--- src/rtl/flash_boot_copier_pkg.sv ---
// Shared types, widths and helpers for the flash-to-RAM boot copier.
package flash_boot_copier_pkg;

  localparam int unsigned DATA_W         = 32;
  localparam int unsigned ADDR_W         = 32;
  localparam int unsigned MASK_W         = 4;
  localparam int unsigned BOOT_TIMEOUT_W = 16;

  // Mask bits are active-low byte enables, so all-zero writes the full word
  localparam logic [MASK_W-1:0] FULL_WORD_MASK = '0;

  typedef enum logic [2:0] {
    ST_IDLE,
    ST_FL_REQ,
    ST_FL_WAIT,
    ST_RAM_REQ,
    ST_RAM_WAIT,
    ST_DONE,
    ST_ERROR
  } boot_copy_state_e;

  typedef enum logic [1:0] {
    PH_IDLE,
    PH_REQ,
    PH_WAIT
  } port_phase_e;

  // A zero-length copy still needs a one-bit counter
  function automatic int unsigned copied_width(input int unsigned len);
    return (len == 0) ? 1 : $clog2(len + 1);
  endfunction

  function automatic logic [ADDR_W-1:0] word_addr(input logic [ADDR_W-1:0] base,
                                                  input logic [ADDR_W-1:0] idx);
    return base + (idx << 2);
  endfunction

endpackage

--- src/rtl/flash_boot_copier_if.sv ---
// Flash read port and RAM write port of the boot copier, grouped as one bus.
interface flash_boot_copier_if;
  import flash_boot_copier_pkg::*;

  logic              fl_read;
  logic [ADDR_W-1:0] fl_address;
  logic [DATA_W-1:0] fl_data_r;
  logic              fl_stall;
  logic              ram_write;
  logic [ADDR_W-1:0] ram_address;
  logic [DATA_W-1:0] ram_data_w;
  logic [MASK_W-1:0] ram_mask;
  logic              ram_stall;

  modport master (
    output fl_read, fl_address, ram_write, ram_address, ram_data_w, ram_mask,
    input  fl_data_r, fl_stall, ram_stall
  );

  modport slave (
    input  fl_read, fl_address, ram_write, ram_address, ram_data_w, ram_mask,
    output fl_data_r, fl_stall, ram_stall
  );
endinterface

--- src/rtl/flash_boot_copier_bus_master_port.sv ---
// One request/stall two-phase handshake: request held until stall is seen
// high then low, with a per-phase timeout counter.
module flash_boot_copier_bus_master_port
  import flash_boot_copier_pkg::*;
#(
  parameter int unsigned TIMEOUT = 255
) (
  input  logic clk,
  input  logic rst_n,
  input  logic launch,
  input  logic stall,
  output logic req,
  output logic advance_c,
  output logic complete_c,
  output logic timeout_c
);

  localparam logic [BOOT_TIMEOUT_W-1:0] LIMIT = BOOT_TIMEOUT_W'(TIMEOUT);

  port_phase_e               phase, phase_next;
  logic [BOOT_TIMEOUT_W-1:0] cnt, cnt_next;
  logic                      req_next;

  always_ff @(posedge clk or negedge rst_n) begin
    if (!rst_n) begin
      phase <= PH_IDLE;
      cnt   <= '0;
      req   <= 1'b0;
    end else begin
      phase <= phase_next;
      cnt   <= cnt_next;
      req   <= req_next;
    end
  end

  // Counter restarts on every phase entry; progress wins over a coinciding timeout
  always_comb begin
    phase_next = phase;
    cnt_next   = cnt;
    req_next   = req;
    advance_c  = 1'b0;
    complete_c = 1'b0;
    timeout_c  = 1'b0;
    unique case (phase)
      PH_IDLE: begin
        if (launch) begin
          phase_next = PH_REQ;
          cnt_next   = '0;
          req_next   = 1'b1;
        end
      end
      PH_REQ: begin
        if (stall) begin
          advance_c  = 1'b1;
          phase_next = PH_WAIT;
          cnt_next   = '0;
        end else if (cnt == LIMIT) begin
          timeout_c  = 1'b1;
          phase_next = PH_IDLE;
          req_next   = 1'b0;
        end else begin
          cnt_next = cnt + BOOT_TIMEOUT_W'(1);
        end
      end
      PH_WAIT: begin
        if (!stall) begin
          complete_c = 1'b1;
          phase_next = PH_IDLE;
          req_next   = 1'b0;
        end else if (cnt == LIMIT) begin
          timeout_c  = 1'b1;
          phase_next = PH_IDLE;
          req_next   = 1'b0;
        end else begin
          cnt_next = cnt + BOOT_TIMEOUT_W'(1);
        end
      end
      default: phase_next = PH_IDLE;
    endcase
  end

endmodule

--- src/rtl/flash_boot_copier.sv ---
// Boot-time copier: shadows LEN_WORDS flash words into RAM, reporting busy/done/error.
// Optional FLASH_BOOT_CHECKSUM_EN adds a running word sum verified on the last word.
module flash_boot_copier
  import flash_boot_copier_pkg::*;
#(
  parameter logic [ADDR_W-1:0] SRC_BASE  = 32'h0000_0000,
  parameter logic [ADDR_W-1:0] DST_BASE  = 32'h8000_0000,
  parameter int unsigned       LEN_WORDS = 1024,
  parameter int unsigned       TIMEOUT   = 255,
  localparam int unsigned      CW        = copied_width(LEN_WORDS)
) (
  input  logic              clk,
  input  logic              rst_n,
  input  logic              start,
  output logic              busy,
  output logic              done,
  output logic              error,
  output logic [CW-1:0]     copied,
`ifdef FLASH_BOOT_CHECKSUM_EN
  output logic [DATA_W-1:0] checksum,
  input  logic [DATA_W-1:0] expected_sum,
`endif
  flash_boot_copier_if.master bus
);

  localparam logic [CW-1:0] LAST = CW'(LEN_WORDS - 1);

  boot_copy_state_e  state, state_next;
  logic              busy_next, done_next, error_next, sum_ok;
  logic [CW-1:0]     copied_next;
  logic [ADDR_W-1:0] fl_addr_q, fl_addr_next, ram_addr_q, ram_addr_next;
  logic [DATA_W-1:0] data_q, data_next;
  logic              fl_launch, fl_adv, fl_cmp, fl_to;
  logic              ram_launch, ram_adv, ram_cmp, ram_to;
`ifdef FLASH_BOOT_CHECKSUM_EN
  logic [DATA_W-1:0] checksum_next;
`endif

  flash_boot_copier_bus_master_port #(.TIMEOUT(TIMEOUT)) u_fl_port (
    .clk        (clk),
    .rst_n      (rst_n),
    .launch     (fl_launch),
    .stall      (bus.fl_stall),
    .req        (bus.fl_read),
    .advance_c  (fl_adv),
    .complete_c (fl_cmp),
    .timeout_c  (fl_to)
  );

  flash_boot_copier_bus_master_port #(.TIMEOUT(TIMEOUT)) u_ram_port (
    .clk        (clk),
    .rst_n      (rst_n),
    .launch     (ram_launch),
    .stall      (bus.ram_stall),
    .req        (bus.ram_write),
    .advance_c  (ram_adv),
    .complete_c (ram_cmp),
    .timeout_c  (ram_to)
  );

  assign bus.fl_address  = fl_addr_q;
  assign bus.ram_address = ram_addr_q;
  assign bus.ram_data_w  = data_q;
  assign bus.ram_mask    = FULL_WORD_MASK;

  always_ff @(posedge clk or negedge rst_n) begin
    if (!rst_n) begin
      state      <= ST_IDLE;
      busy       <= 1'b0;
      done       <= 1'b0;
      error      <= 1'b0;
      copied     <= '0;
      fl_addr_q  <= '0;
      ram_addr_q <= '0;
      data_q     <= '0;
`ifdef FLASH_BOOT_CHECKSUM_EN
      checksum   <= '0;
`endif
    end else begin
      state      <= state_next;
      busy       <= busy_next;
      done       <= done_next;
      error      <= error_next;
      copied     <= copied_next;
      fl_addr_q  <= fl_addr_next;
      ram_addr_q <= ram_addr_next;
      data_q     <= data_next;
`ifdef FLASH_BOOT_CHECKSUM_EN
      checksum   <= checksum_next;
`endif
    end
  end

`ifdef FLASH_BOOT_CHECKSUM_EN
  assign sum_ok = (checksum == expected_sum);
`else
  assign sum_ok = 1'b1;
`endif

  always_comb begin
    state_next    = state;
    busy_next     = busy;
    done_next     = done;
    error_next    = error;
    copied_next   = copied;
    fl_addr_next  = fl_addr_q;
    ram_addr_next = ram_addr_q;
    data_next     = data_q;
    fl_launch     = 1'b0;
    ram_launch    = 1'b0;
`ifdef FLASH_BOOT_CHECKSUM_EN
    checksum_next = checksum;
`endif
    unique case (state)
      ST_IDLE, ST_DONE, ST_ERROR: begin
        // A zero-length copy parks in DONE with busy set for one cycle, then settles
        if (state == ST_DONE) begin
          busy_next = 1'b0;
          done_next = 1'b1;
        end
        if (start && !busy) begin
          done_next   = 1'b0;
          error_next  = 1'b0;
          copied_next = '0;
          busy_next   = 1'b1;
`ifdef FLASH_BOOT_CHECKSUM_EN
          checksum_next = '0;
`endif
          if (LEN_WORDS == 0) begin
            state_next = ST_DONE;
          end else begin
            state_next   = ST_FL_REQ;
            fl_launch    = 1'b1;
            fl_addr_next = word_addr(SRC_BASE, '0);
          end
        end
      end
      ST_FL_REQ: if (fl_adv) state_next = ST_FL_WAIT;
      ST_FL_WAIT: begin
        if (fl_cmp) begin
          state_next    = ST_RAM_REQ;
          data_next     = bus.fl_data_r;
          ram_launch    = 1'b1;
          ram_addr_next = word_addr(DST_BASE, ADDR_W'(copied));
`ifdef FLASH_BOOT_CHECKSUM_EN
          checksum_next = checksum + bus.fl_data_r;
`endif
        end
      end
      ST_RAM_REQ: if (ram_adv) state_next = ST_RAM_WAIT;
      ST_RAM_WAIT: begin
        if (ram_cmp) begin
          copied_next = copied + CW'(1);
          if (copied == LAST) begin
            busy_next  = 1'b0;
            state_next = sum_ok ? ST_DONE : ST_ERROR;
            done_next  = sum_ok;
            error_next = !sum_ok;
          end else begin
            state_next   = ST_FL_REQ;
            fl_launch    = 1'b1;
            fl_addr_next = word_addr(SRC_BASE, ADDR_W'(copied) + ADDR_W'(1));
          end
        end
      end
      default: state_next = ST_IDLE;
    endcase
    // Any stuck transaction aborts the copy; the port has already dropped its request
    if (fl_to || ram_to) begin
      state_next = ST_ERROR;
      busy_next  = 1'b0;
      error_next = 1'b1;
    end
  end

endmodule

--- src/flat_wrapper.sv ---
// flat-port wrapper written by rule: the top's interface ports become plain ports
module flash_boot_copier_flat import flash_boot_copier_pkg::*;
#(
  parameter logic [ADDR_W-1:0] SRC_BASE  = 32'h0000_0000,
  parameter logic [ADDR_W-1:0] DST_BASE  = 32'h8000_0000,
  parameter int unsigned       LEN_WORDS = 1024,
  parameter int unsigned       TIMEOUT   = 255,
  localparam int unsigned      CW        = copied_width(LEN_WORDS)
)
  (clk, rst_n, start, busy, done, error, copied, bus_fl_read, bus_fl_address, bus_ram_write, bus_ram_address, bus_ram_data_w, bus_ram_mask, bus_fl_data_r, bus_fl_stall, bus_ram_stall);
  flash_boot_copier_if bus_i ();
  input  logic clk;
  input  logic rst_n;
  input  logic start;
  output logic busy;
  output logic done;
  output logic error;
  output logic [CW-1:0] copied;
  output wire logic [$bits(bus_i.fl_read)-1:0] bus_fl_read;
  output wire logic [$bits(bus_i.fl_address)-1:0] bus_fl_address;
  output wire logic [$bits(bus_i.ram_write)-1:0] bus_ram_write;
  output wire logic [$bits(bus_i.ram_address)-1:0] bus_ram_address;
  output wire logic [$bits(bus_i.ram_data_w)-1:0] bus_ram_data_w;
  output wire logic [$bits(bus_i.ram_mask)-1:0] bus_ram_mask;
  input wire logic [$bits(bus_i.fl_data_r)-1:0] bus_fl_data_r;
  input wire logic [$bits(bus_i.fl_stall)-1:0] bus_fl_stall;
  input wire logic [$bits(bus_i.ram_stall)-1:0] bus_ram_stall;
  assign bus_fl_read = bus_i.fl_read;
  assign bus_fl_address = bus_i.fl_address;
  assign bus_ram_write = bus_i.ram_write;
  assign bus_ram_address = bus_i.ram_address;
  assign bus_ram_data_w = bus_i.ram_data_w;
  assign bus_ram_mask = bus_i.ram_mask;
  assign bus_i.fl_data_r = bus_fl_data_r;
  assign bus_i.fl_stall = bus_fl_stall;
  assign bus_i.ram_stall = bus_ram_stall;
  flash_boot_copier #(.SRC_BASE(SRC_BASE), .DST_BASE(DST_BASE), .LEN_WORDS(LEN_WORDS), .TIMEOUT(TIMEOUT)) u_core (.clk(clk), .rst_n(rst_n), .start(start), .busy(busy), .done(done), .error(error), .copied(copied), .bus(bus_i));
endmodule
--- config.mk ---
export PLATFORM = sky130hd
export DESIGN_NAME = flash_boot_copier_flat
export DESIGN_NICKNAME = d
export VERILOG_FILES = /design/src/rtl/flash_boot_copier_pkg.sv /design/src/rtl/flash_boot_copier_if.sv /design/src/rtl/flash_boot_copier_bus_master_port.sv /design/src/rtl/flash_boot_copier.sv /design/src/flat_wrapper.sv
export SDC_FILE = /design/constraint.sdc
export NUM_CORES = 1
export LEC_CHECK = 0
export ABC_AREA = 1
export CAP_MARGIN = 30
export CORE_AREA = 4 4 119 121
export DETAILED_ROUTE_END_ITERATION = 8
export DIE_AREA = 0 0 123 125
export PLACE_DENSITY = 0.8
export SYNTH_ARGS = -nofsm -noshare
export SYNTH_HDL_FRONTEND = slang
export SYNTH_HIERARCHICAL = 1
export SYNTH_SLANG_ARGS = --single-unit
--- constraint.sdc ---
create_clock -name clk -period 2.64 [get_ports clk]
set_input_delay 0.264 -clock clk [delete_from_list [all_inputs] [get_ports clk]]
set_output_delay 0.264 -clock clk [all_outputs]
set_load 0.02 [all_outputs]
# ---- Word level (Yosys, flattened, before mapping)
# Index checks and enable logic that the tools add are counted.
# Widths: inputs -> output; s select.
dict set report totals {
  register_bits 151
  latch_bits 0
  mem_bits_rw 0
  rom_bits 0
  input_bits 37
  out_inout_bits 116
  mem_count 0
}
dict set report classes {
  addsub 5
  mul 0
  div_mod_pow 0
  magnitude_cmp 0
  eq_ne 31
  n_shift 0
  muxes 81
  bitwise_logic 0
  n_reduce_logical 22
}
# operator count
set ops {}
lappend ops {{$mux 16} 8}
lappend ops {{$mux 32} 3}
lappend ops {{$pmux 16 s3} 2}
lappend ops {{$pmux 32 s2} 1}
lappend ops {{$mux 1} 38}
lappend ops {{$add 16x1->16 const B} 2}
lappend ops {{$add 32x13->32 const A} 1}
lappend ops {{$eq 16x8->1 const B} 2}
lappend ops {{$mux 11} 2}
lappend ops {{$pmux 11 s2} 1}
lappend ops {{$mux 3} 7}
lappend ops {{$ne 3x1->1 const B} 7}
lappend ops {{$mux 2} 8}
lappend ops {{$reduce_and 4->1} 4}
lappend ops {{$pmux 3 s5} 1}
lappend ops {{$reduce_and 3->1} 5}
lappend ops {{$add 11x1->12 const B} 1}
lappend ops {{$pmux 1 s2} 6}
lappend ops {{$pmux 2 s3} 2}
lappend ops {{$add 11x1->11 const B} 1}
lappend ops {{$eq 11x10->1 const B} 1}
lappend ops {{$ne 2x1->1 const B} 5}
lappend ops {{$ne 2x2->1 const B} 5}
lappend ops {{$eq 3x3->1 const B} 3}
lappend ops {{16 further kinds} 23}

# ---- Logic depth before layout (Yosys ltp)
# Gate-level depths: netlist (run 1).
dict set report logic_depth {
  depth_word 7
  ltp_mapped 18
  ltp_nobuf 17
}

# ---- Modules after synthesis
# Netlist (run 1), hierarchy kept.
# module instances cells_each area_per_inst_um2 seq_area_each_um2
set modules_own_cells {}
lappend modules_own_cells {flash_boot_copier 1 461 3781.1 1826.8}
lappend modules_own_cells {{flash_boot_copier_bus_master_port (u_core.u_fl_port)} 1 220 1458.9 475.5}
lappend modules_own_cells {{flash_boot_copier_bus_master_port (u_core.u_ram_port)} 1 208 1358.8 475.5}

# ---- Least setup slack after synthesis (run 1)
# No wires, ideal clock.
dict set report synth_path {
  kind {reg-to-reg}
  from {register u_core.copied[0]}
  to {register u_core.u_fl_port.cnt[0]}
  setup_ps 119
  arrival_ps 2174
  setup_slack_ps 347
  stages_incl_launch_ff 19
  path_buffers 1
  period_less_slack_ps 2293
  cell_sequence {dfrtp_1 > ha_1 > nand2_1 > nor2_2 > nand2_1 > clkinv_1 > nand2_1 > nand3_1 > nand2_2 > buf_4 > inv_1 > nand2_1 > nand2_2 > nor2_8 > inv_2 > nor2_8 > inv_2 > o21ai_1 > nor2_1}
}
dict set report synth_between {
  elab_chain_len 6
}
# item line_no
set synth_rtl {}
lappend synth_rtl {{from (decl)} flash_boot_copier.sv:18} ;# output logic [CW-1:0] copied,
lappend synth_rtl {{from (signal assigned)} flash_boot_copier.sv:84} ;# copied <= copied_next;
lappend synth_rtl {{$eq 11x10->1} flash_boot_copier.sv:154} ;# if (copied == LAST) begin
lappend synth_rtl {{$mux 1} flash_boot_copier.sv:154}
lappend synth_rtl {{$mux 1} flash_boot_copier.sv:152} ;# if (ram_cmp) begin
lappend synth_rtl {{$pmux 1 s2} flash_boot_copier.sv:114} ;# unique case (state)
lappend synth_rtl {{named net u_core.fl_launch} flash_boot_copier.sv:33} ;# logic fl_launch, fl_adv, fl_cmp, fl_to;
lappend synth_rtl {{$ne 2x1->1 (no source line)} -}
lappend synth_rtl {{$reduce_and 3->1 (no source line)} -}
lappend synth_rtl {{to (signal assigned)} flash_boot_copier_bus_master_port.sv:31} ;# cnt <= cnt_next;
lappend synth_rtl {{to (decl)} flash_boot_copier_bus_master_port.sv:21} ;# logic [BOOT_TIMEOUT_W-1:0] cnt, cnt_next;
# The timed path passes the listed nets, and every way through them passes these cells.
# A chain may end at the register's enable or synchronous reset.

# ---- Final worst setup path (run 1)
dict set report layout_path {
  from {register u_core.copied[0]}
  to {register u_core.u_fl_port.cnt[12]}
}
dict set report layout_between {
  elab_chain_len 6
}
# item line_no
set layout_rtl {}
lappend layout_rtl {{$eq 11x10->1} flash_boot_copier.sv:154}
lappend layout_rtl {{$mux 1} flash_boot_copier.sv:154}
lappend layout_rtl {{$mux 1} flash_boot_copier.sv:152}
lappend layout_rtl {{$pmux 1 s2} flash_boot_copier.sv:114}
lappend layout_rtl {{$ne 2x1->1 (no source line)} -}
lappend layout_rtl {{$reduce_and 3->1 (no source line)} -}
# Every way passes these cells.

==> results of run 1 <==
==> cell type report <==
type,instances,share of cell area (%)
Clock buffer,11,3.19
Clock inverter,5,0.490
Inverter,105,5.04
Multi-Input combinational cell,651,38.6
Sequential cell,111,35.1
Tap cell,176,2.78
Timing Repair Buffer,118,14.8
==> cell families after synthesis <==
kind of cell,count (synthesis)
AND/OR/NAND/NOR,540
flip-flops,111
other,1
buffers and inverters,170
AO/OA/AOI/OAI,55
adder cells (fa/ha/maj),11
XOR/XNOR,1
==> state kept, by name, summed over array words and instances (netlist names) <==
name                     flops
u_core/bus.fl_address       12
u_core/bus.ram_address      12
u_core/bus.ram_data_w       32
u_core/busy                  1
u_core/copied               11
u_core/done                  1
u_core/error                 1
u_core/state                 3
u_core/u_fl_port/cnt        16
u_core/u_fl_port/phase       2
u_core/u_fl_port/req         1
u_core/u_ram_port/cnt       16
u_core/u_ram_port/phase      2
u_core/u_ram_port/req        1
==> placed cells by master, fill, tap and decap left out, types with 11 or more instances in the layout <==
| master | synthesis | routed |
|---|---|---|
| conb_1 | 1 | 44 |
| nor2_1 | 93 | 93 |
| nand2_2 | 12 | 12 |
| nand3_1 | 46 | 46 |
| nor2_2 | 13 | 13 |
| ha_1 | 11 | 11 |
| nand4_1 | 23 | 23 |
| dfrtp_1 | 111 | 111 |
| inv_1 | 93 | 93 |
| nand2_1 | 322 | 322 |
| o21ai_1 | 16 | 16 |
| clkdlybuf4s50_1 | 0 | 107 |
| a21oi_1 | 20 | 20 |
==> repair_timing <==
item | in CTS | in global routing
hold buffers | 1 | 0
endpoints found under the setup margin | 0 | 0
gates resized for setup | 0 | 0
endpoints found under the hold margin | 27 | 0
==> layer usage <==
metal	part of all wire, %	wire, um	GRT usage, %	vias up
li1	-	-	-	2870
met1	45	6430	24.3	2553
met2	47	6640	29.8	122
met3	6.2	874	4.11	19
met4	1.4	202	5.54	0
met5	0	0	0	-
==> per-stage QoR <==
stage / power [mW] / cell area, sq um / hold slack [ns] / worst slack [ns]
2_1_floorplan: 4.94 / 6760 / -0.0316 / 0.347
5_1_grt: 7.80 / 7910 / 0.397 / 0.0365
4_1_cts: 7.35 / 7910 / 0.378 / 0.276
3_3_place_gp: 5.93 / 7610 / 0.208 / 0.302
6_report: 7.27 / 7910 / 0.375 / 0.274
3_5_place_dp: 6.01 / 7610 / 0.209 / 0.251
==> critical path, stage by stage (launching register included) <==
cell	delay [ns]
dfrtp_1	0.43
ha_1	0.26
nand2_1	0.08
nor2_2	0.05
nand2_1	0.09
clkinv_1	0.11
nand2_1	0.08
nand3_1	0.09
nand2_2	0.07
inv_1	0.04
nand2_1	0.06
nand2_2	0.09
nor2_8	0.19
buf_4	0.25
nand3_1	0.13
nor2_1	0.11
nor2_1	0.05
nor2_1	0.10
==> final timing paths <==
path                       slack [ns]                         to
max reg2reg                      0.27   u_core/u_fl_port/cnt[12]
min                              0.37   u_core/bus.fl_address[7]
max in group asynchronous        1.50   u_core/u_ram_port/cnt[9]
max                              0.27   u_core/u_fl_port/cnt[12]
min reg2reg                      0.47  u_core/bus.ram_data_w[30]
min in group clk                 0.44   u_core/bus.ram_data_w[5]
==> report_power, final <==
part           total [mW]  internal (mW)  leakage (nW)  switching [mW]
Sequential           2.43           2.14          1.47           0.296
Combinational        3.52           1.32          2.31            2.20
Clock                1.32          0.699         0.143           0.617
==> results_dict.tcl, run 1 <==
set metrics [dict create \
    status "complete, no violations" \
    peakVddDrop_mv 0.404 \
    slew_headroom_pct 39.1 \
    die_h_um 125 \
    num_vias 5564 \
    viasPerCell 4.73 \
    synth_warnings 6 \
    maxCapViolations 0 \
    reg2reg_from "u_core/copied[0]" \
    rsz0062_at_grt "false" \
    powerDensity_nw_per_um2 919 \
    synth-compound-area-share_pct 4.74 \
    nFillCells 1184 \
    num_antenna_cells 0 \
    track_usage_pct 18.3 \
    critPathCaptureType "register" \
    seq_area_sq_um 2780 \
    startpoint "u_core/copied[0]" \
    synth_top_family_by_area "simple AND/OR/NAND/NOR gates" \
    cts_tree "yes" \
    grt_max_degree 85 \
    hold_class "input pin to asynchronous set/reset pin" \
    fp-row-count 42 \
    numCtsBuffers 9 \
    nets 1044 \
    slew_viol_final 0 \
    synthAdderAreaFrac_pct 2.09 \
    timing.fmax_mhz 423 \
    syn_avg_cell_area_sq_um 7.42 \
    drtAntennaViolNets 0 \
    worstPathArrival_ns 2.65 \
    synth-seq-cells 111 \
    netlist.area_leader.share_pct 42.1 \
    start_util_pct 50.4 \
    yosysMostFrequentCell "nand2_1" \
    worst_clock_skew_ns 0.00882 \
    synth_common_cells "nand2_1 (322), dfrtp_1 (111), inv_1 (93), nor2_1 (93), buf_4 (47)" \
    ys_async_sr_fraction_pct 100 \
    p_leak_nw 3.92 \
    crit_fanout 17 \
    antenna_found_initial 0 \
    multiInputGateArea_sq_um 3060 \
    ff2ff_path_depth 17 \
    drc 0 \
    dp.final_hpwl_um 10400 \
    synth_xor_area_share_pct 0.133 \
    clkLatencyLatePin_ns 0.35 \
    grt_pass1_vias 5039 \
    synthSimpleGateAreaFrac_pct 36.9 \
    clock_path_buffers 2 \
    finalSetupViolCount 0 \
    worst_pin_slew_ns 0.913 \
    hold_viol 0 \
    avgRoutedWirePerCell_um 12.0 \
    num_io_pins 153 \
    final_util_pct 60.5 \
    yosysUniqueCellTypes 32 \
    die-area_sq_um 15400 \
    core-area_sq_um 13100 \
    gp_congestion 0.859 \
    fp.dieW_um 123 \
    wl_um 14100 \
    numPortBuffers 108 \
    synth_edf_count 0 \
    synthTopCellsByArea "dfrtp_1 (42%), nand2_1 (18%), buf_4 (5.3%)" \
    synth_ff_type "dfrtp_1" \
    finalNonFillerCells 1177 \
    drt_iter0_markers 320 \
    area_delta_synth_final_pct 19.9 \
    syn-cell-area_sq_um 6600 \
    drive_gt1_share_pct 9.49 \
    postCtsSetupRepairBufs 0 \
    setup_tns_ns 0 \
    clkTransAtPathRegs_ns 0.07 \
    syn_inst 889 \
    critical_path_class "register to register" \
    critical_path_required_ns 2.92 \
    dp_cells 1160 \
    grt_overflow_total 0 \
    yosysTopAreaCell "dfrtp_1" \
    min_period_over_period_pct 89.6 \
    fin_crit_ns 2.37 \
    muxShareOfSynthArea_pct 0 \
    startpoint_type "register" \
    firstDrtPassIters 4 \
    cts.sinks 111 \
    htreeDepth 3 \
    seq_area_frac_synth_pct 42.1 \
    grt_pass1_wl_um 23200 \
    cts-root-buf "clkbuf_16" \
]
(Power assumes the default switching activity.)
==> run 2, diff against run 1 <==
clock period = 2.6 ns   (was 2.64 ns; I/O delays follow)
==> results_dict.tcl, run 2 (synthesis gave the netlist of run 1 again) <==
set metrics [dict create \
    critPathCaptureType "register" \
    firstDrtPassIters 5 \
    final_common_cell "nand2_1" \
    violations "negative hold slack" \
    clkTransAtPathRegs_ns 0.07 \
    worst_clock_skew_ns 0.00905 \
    powerDensity_nw_per_um2 941 \
    finalSetupViolCount 0 \
    cts_tree "yes" \
    setup_tns_ns 0 \
    critical_path_required_ns 2.84 \
    drive_gt1_share_pct 9.67 \
    p_leak_nw 3.93 \
    fin_crit_ns 2.33 \
    htreeDepth 3 \
    final_cell_mix "nand2_1 (322), dfrtp_1 (111), clkdlybuf4s50_1 (107)" \
    p_sw_share_pct 43.1 \
    dp_slack_ns 0.193 \
    hold_viol 38 \
    dp_cells 1160 \
    status "finished, violations left" \
    numCtsBuffers 9 \
    holdWs_ns -0.0443 \
    die_h_um 125 \
    hold_class "input pin to asynchronous set/reset pin" \
    grt_pass1_vias 5074 \
    startpoint_type "register" \
    power_frac_clock_pct 17.8 \
    slew_headroom_pct 40.4 \
    power_frac_seq_pct 33.2 \
    fp.dieW_um 123 \
    min_period_over_period_pct 89.5 \
    core-area_sq_um 13100 \
    gp_congestion 0.867 \
    cp_common_cell "nand2_1" \
    nFillCells 1220 \
    critical_path_class "register to register" \
    power_frac_comb_pct 49.0 \
    rsz0062_at_grt "false" \
    reg2reg_to "u_core/u_fl_port/cnt[0]" \
    finalNonFillerCells 1179 \
    clock_path_buffers 2 \
    crit_end "u_core/u_fl_port/cnt[0]" \
    drt_iter0_markers 401 \
    num_io_pins 153 \
    die-area_sq_um 15400 \
    worst_pin_slew_ns 0.893 \
    start_util_pct 50.4 \
    nets 1046 \
    grt_overflow_total 0 \
    grt_pass1_wl_um 23500 \
    fp-row-count 42 \
    final_util_pct 60.5 \
    drtAntennaViolNets 0 \
    regToRegSetupSlack_ns 0.27 \
    internal-power_mw 4.24 \
    num_antenna_cells 0 \
    cts-root-buf "clkbuf_16" \
    num_vias 5667 \
    cp_slowest_cell "dfrtp_1" \
    track_usage_pct 18.5 \
    total_power_mw 7.45 \
    clkLatencyLatePin_ns 0.35 \
    maxCapViolations 0 \
    avgRoutedWirePerCell_um 12.5 \
    wl_um 14800 \
    slew_viol_final 0 \
    peakVddDrop_mv 0.417 \
    largest_reg_flops 32 \
    cp_slowest_stage_delay_ns 0.44 \
    dp.final_hpwl_um 10600 \
    grt_max_degree 112 \
    ff2ff_path_depth 17 \
    crit_chain "ha_1 > nand2_1 > nor2_2 > nand2_1 > clkinv_1 > nand2_1 > nand3_1 > nand2_2 > inv_1 > nand2_1 > nand2_2 > nor2_8 > inv_2 > nor2_8 > inv_2 > o21ai_1 > nor2_1" \
    area_delta_synth_final_pct 20.0 \
    drc 0 \
    worst_slack_ns 0.274 \
    p_sw_mw 3.21 \
    cts.sinks 111 \
    numPortBuffers 108 \
    viasPerCell 4.81 \
    worstPathArrival_ns 2.57 \
    startpoint "u_core/copied[0]" \
    reg2reg_from "u_core/copied[0]" \
    timing.fmax_mhz 430 \
    antenna_found_initial 0 \
    crit_fanout 13 \
]
-- run 2: critical path, delay by kind of cell (launching register included) --
kind / cells / cell delay (ns)
and+or+nand+nor: 11 / 1.06
buffers and inverters: 4 / 0.34
adders and majority gates: 1 / 0.26
DFF: 1 / 0.44
AOI/OAI and AO/OA: 1 / 0.10
-- run 2: cell type report --
class / count / area (sq um) / area share (%)
tap: 176 / 220 / 2.78
inverter: 105 / 399 / 5.04
multi-input combinational: 652 / 3060 / 38.7
timing repair buffer: 119 / 1170 / 14.8
clock buffer: 11 / 243 / 3.07
clock inverter: 5 / 40.0 / 0.506
sequential: 111 / 2780 / 35.1
-- run 2: stage by stage --
stage	area (sq um)	hold slack, ns
after global routing	7920	0.0301
after detailed placement	7610	0.389
after floorplan	6760	-0.0356
after CTS	7900	0.00954
after global placement	7610	0.390
final	7920	-0.0443
-- run 2: worst min path at each step --
stage           from                         to  slack [ns]  cells past startpoint
6_report       rst_n   u_core/bus.fl_address[6]       -0.04                      2
5_1_grt        rst_n  u_core/bus.fl_address[11]        0.03                      2
4_1_cts        rst_n   u_core/bus.fl_address[6]        0.01                      2
3_5_place_dp   rst_n   u_core/bus.fl_address[6]        0.39                      2
3_3_place_gp   rst_n  u_core/bus.ram_address[7]        0.39                      2
2_1_floorplan  rst_n  u_core/bus.fl_address[10]       -0.04                      0
-- run 2: power groups by stage --
stage          clock network [mW]  registers [mW]  logic [mW]
6_report                     1.32            2.47        3.65
3_3_place_gp                    0            2.49        3.53
5_1_grt                      1.43            2.54        4.02
3_5_place_dp                    0            2.51        3.61
2_1_floorplan                   0            2.90        2.12
4_1_cts                      1.37            2.47        3.62
-- run 2: what timing repair did --
item / 4_1_cts / 5_1_grt
endpoints found under the setup margin: 0 / 2
hold buffers: 0 / 0
resized for setup: 0 / 0
buffers inserted: 0 / 2
-- run 2: per-layer routing --
| layer | up-vias | global-route usage, % | routed length (um) | share of wire, % |
|---|---|---|---|---|
| li1 | 2871 | - | - | - |
| met1 | 2629 | 24.0 | 6320 | 43 |
| met2 | 153 | 31.5 | 7280 | 49 |
| met3 | 14 | 3.52 | 1020 | 6.9 |
| met4 | 0 | 5.34 | 176 | 1.2 |
| met5 | - | 0 | 0 | 0 |
==> run 3, diff against run 2 <==
CORE_AREA = 2 2 117 119   (was 4 4 119 121)
CTS_CLUSTER_SIZE = 40   (was not set)
DIE_AREA = 0 0 119 121   (was 0 0 123 125)
==> results_dict.tcl, run 3 (synthesis gave the netlist of run 1 again) <==
set metrics [dict create \
    largest_reg_flops 32 \
    fp-row-count 42 \
    reg2reg_to "u_core/u_ram_port/cnt[1]" \
    grt_overflow_total 0 \
    critical_path_class "register to register" \
    p_leak_nw 3.93 \
    critPathCaptureType "register" \
    fp.dieW_um 119 \
    num_vias 5621 \
    final_common_cell "nand2_1" \
    cts-root-buf "clkbuf_16" \
    clkTransAtPathRegs_ns 0.07 \
    grt_pass1_vias 5126 \
    worst_clock_skew_ns 0.00682 \
    drc 0 \
    clock_path_buffers 2 \
    die_h_um 121 \
    worstPathArrival_ns 2.56 \
    hold_path_end "u_core/bus.ram_data_w[26]" \
    regToRegSetupSlack_ns 0.27 \
    numPortBuffers 108 \
    core-area_sq_um 13100 \
    rsz0062_at_grt "false" \
    worst_pin_slew_ns 0.925 \
    die-area_sq_um 14400 \
    clkLatencyLatePin_ns 0.36 \
    hold_depth 3 \
    firstDrtPassIters 5 \
    htreeDepth 3 \
    num_io_pins 153 \
    cts.sinks 111 \
    crit_fanout 23 \
    fin_area_sq_um 7940 \
    startpoint "u_core/u_fl_port/phase[0]" \
    powerDensity_nw_per_um2 943 \
    ctsResizeCount 0 \
    viasPerCell 4.77 \
    antenna_found_initial 0 \
    wl_um 14400 \
    dp.final_hpwl_um 10400 \
    dpl_cell_area_sq_um 7620 \
    dp_slack_ns 0.271 \
    cts_tree "yes" \
    setup_tns_ns 0 \
    worst_slack_ns 0.274 \
    gp_congestion 0.886 \
    finalSetupViolCount 0 \
    min_period_over_period_pct 89.5 \
    grt_pass1_wl_um 23900 \
    grt_max_degree 54 \
    critical_path_required_ns 2.84 \
    drt_iter0_markers 351 \
    numCtsBuffers 9 \
    hp-start "bus_fl_data_r[26]" \
    timing.fmax_mhz 430 \
    peakVddDrop_mv 0.427 \
    nets 1045 \
    start_util_pct 50.4 \
    reg2reg_from "u_core/u_fl_port/phase[0]" \
    area_delta_synth_final_pct 20.3 \
    slew_viol_final 0 \
    fin_crit_ns 2.33 \
    status "complete, no violations" \
    final_util_pct 60.7 \
    final_cell_mix "nand2_1 (322), dfrtp_1 (111), clkdlybuf4s50_1 (107)" \
    maxCapViolations 0 \
    hold_class "input pin to register" \
    slew_headroom_pct 38.2 \
    hold_viol 0 \
    drtAntennaViolNets 0 \
    ff2ff_path_depth 11 \
    num_antenna_cells 0 \
    avgRoutedWirePerCell_um 12.2 \
    track_usage_pct 20.4 \
    startpoint_type "register" \
    drive_gt1_share_pct 9.48 \
]
-- run 3: cell types whose count changed in the layout (fill, tap and decap cells not counted), sizes merged --
cell,change
dlygate4sd3,+1
inv,-1
buf,-1
nor2,-1
bufinv,+1
-- run 3: area by class of cell --
class | instances | area [sq um]
Fill cell | 1170 | 5150
Multi-Input combinational cell | 651 | 3060
Sequential cell | 111 | 2780
Timing Repair Buffer | 119 | 1180
Inverter | 105 | 399
Clock buffer | 11 | 243
Tap cell | 176 | 220
Clock inverter | 5 | 65.1
-- run 3: critical path, stage by stage (launching register included) --
cell	delay, ns
dfrtp_1	0.44
inv_1	0.11
ha_1	0.17
inv_1	0.09
nor2_4	0.15
inv_1	0.13
nor2_4	0.17
o21bai_1	0.13
nor2_4	0.42
nand2_1	0.16
o21ai_0	0.20
nor2_1	0.06
-- run 3: metal layers --
| layer | track usage, % | vias to the layer above | wire [um] |
|---|---|---|---|
| li1 | - | 2877 | - |
| met1 | 26.2 | 2561 | 6400 |
| met2 | 34.6 | 168 | 6940 |
| met3 | 4.37 | 15 | 808 |
| met4 | 6.18 | 0 | 218 |
| met5 | 0 | - | 0 |
-- run 3: what timing repair did --
item                      in CTS  in global routing
hold endpoints to repair      44                  0
buffers inserted               0                  0
hold buffers                   1                  0
-- run 3: worst max-delay path by stage --
stage / to / cells after the start
2_1_floorplan: u_core/u_fl_port/cnt[0] / 18
3_3_place_gp: u_core/u_ram_port/cnt[0] / 11
3_5_place_dp: u_core/u_ram_port/cnt[1] / 9
4_1_cts: u_core/u_fl_port/cnt[1] / 16
5_1_grt: u_core/u_ram_port/cnt[0] / 13
6_report: u_core/u_ram_port/cnt[1] / 11
-- run 3: stage by stage --
step | hold slack, ns | power [mW] | instances
after floorplan | -0.0356 | 5.02 | 932
after global placement | 0.303 | 6.03 | 1161
after detailed placement | 0.303 | 6.10 | 1161
after CTS | 0.427 | 7.55 | 1178
after global routing | 0.427 | 8.03 | 1178
final | 0.439 | 7.48 | 1178
-- run 3: power by group --
| part | switching (mW) | internal, mW |
|---|---|---|
| clock network | 0.639 | 0.783 |
| registers | 0.306 | 2.17 |
| logic | 2.23 | 1.36 |
| total | 3.18 | 4.31 |
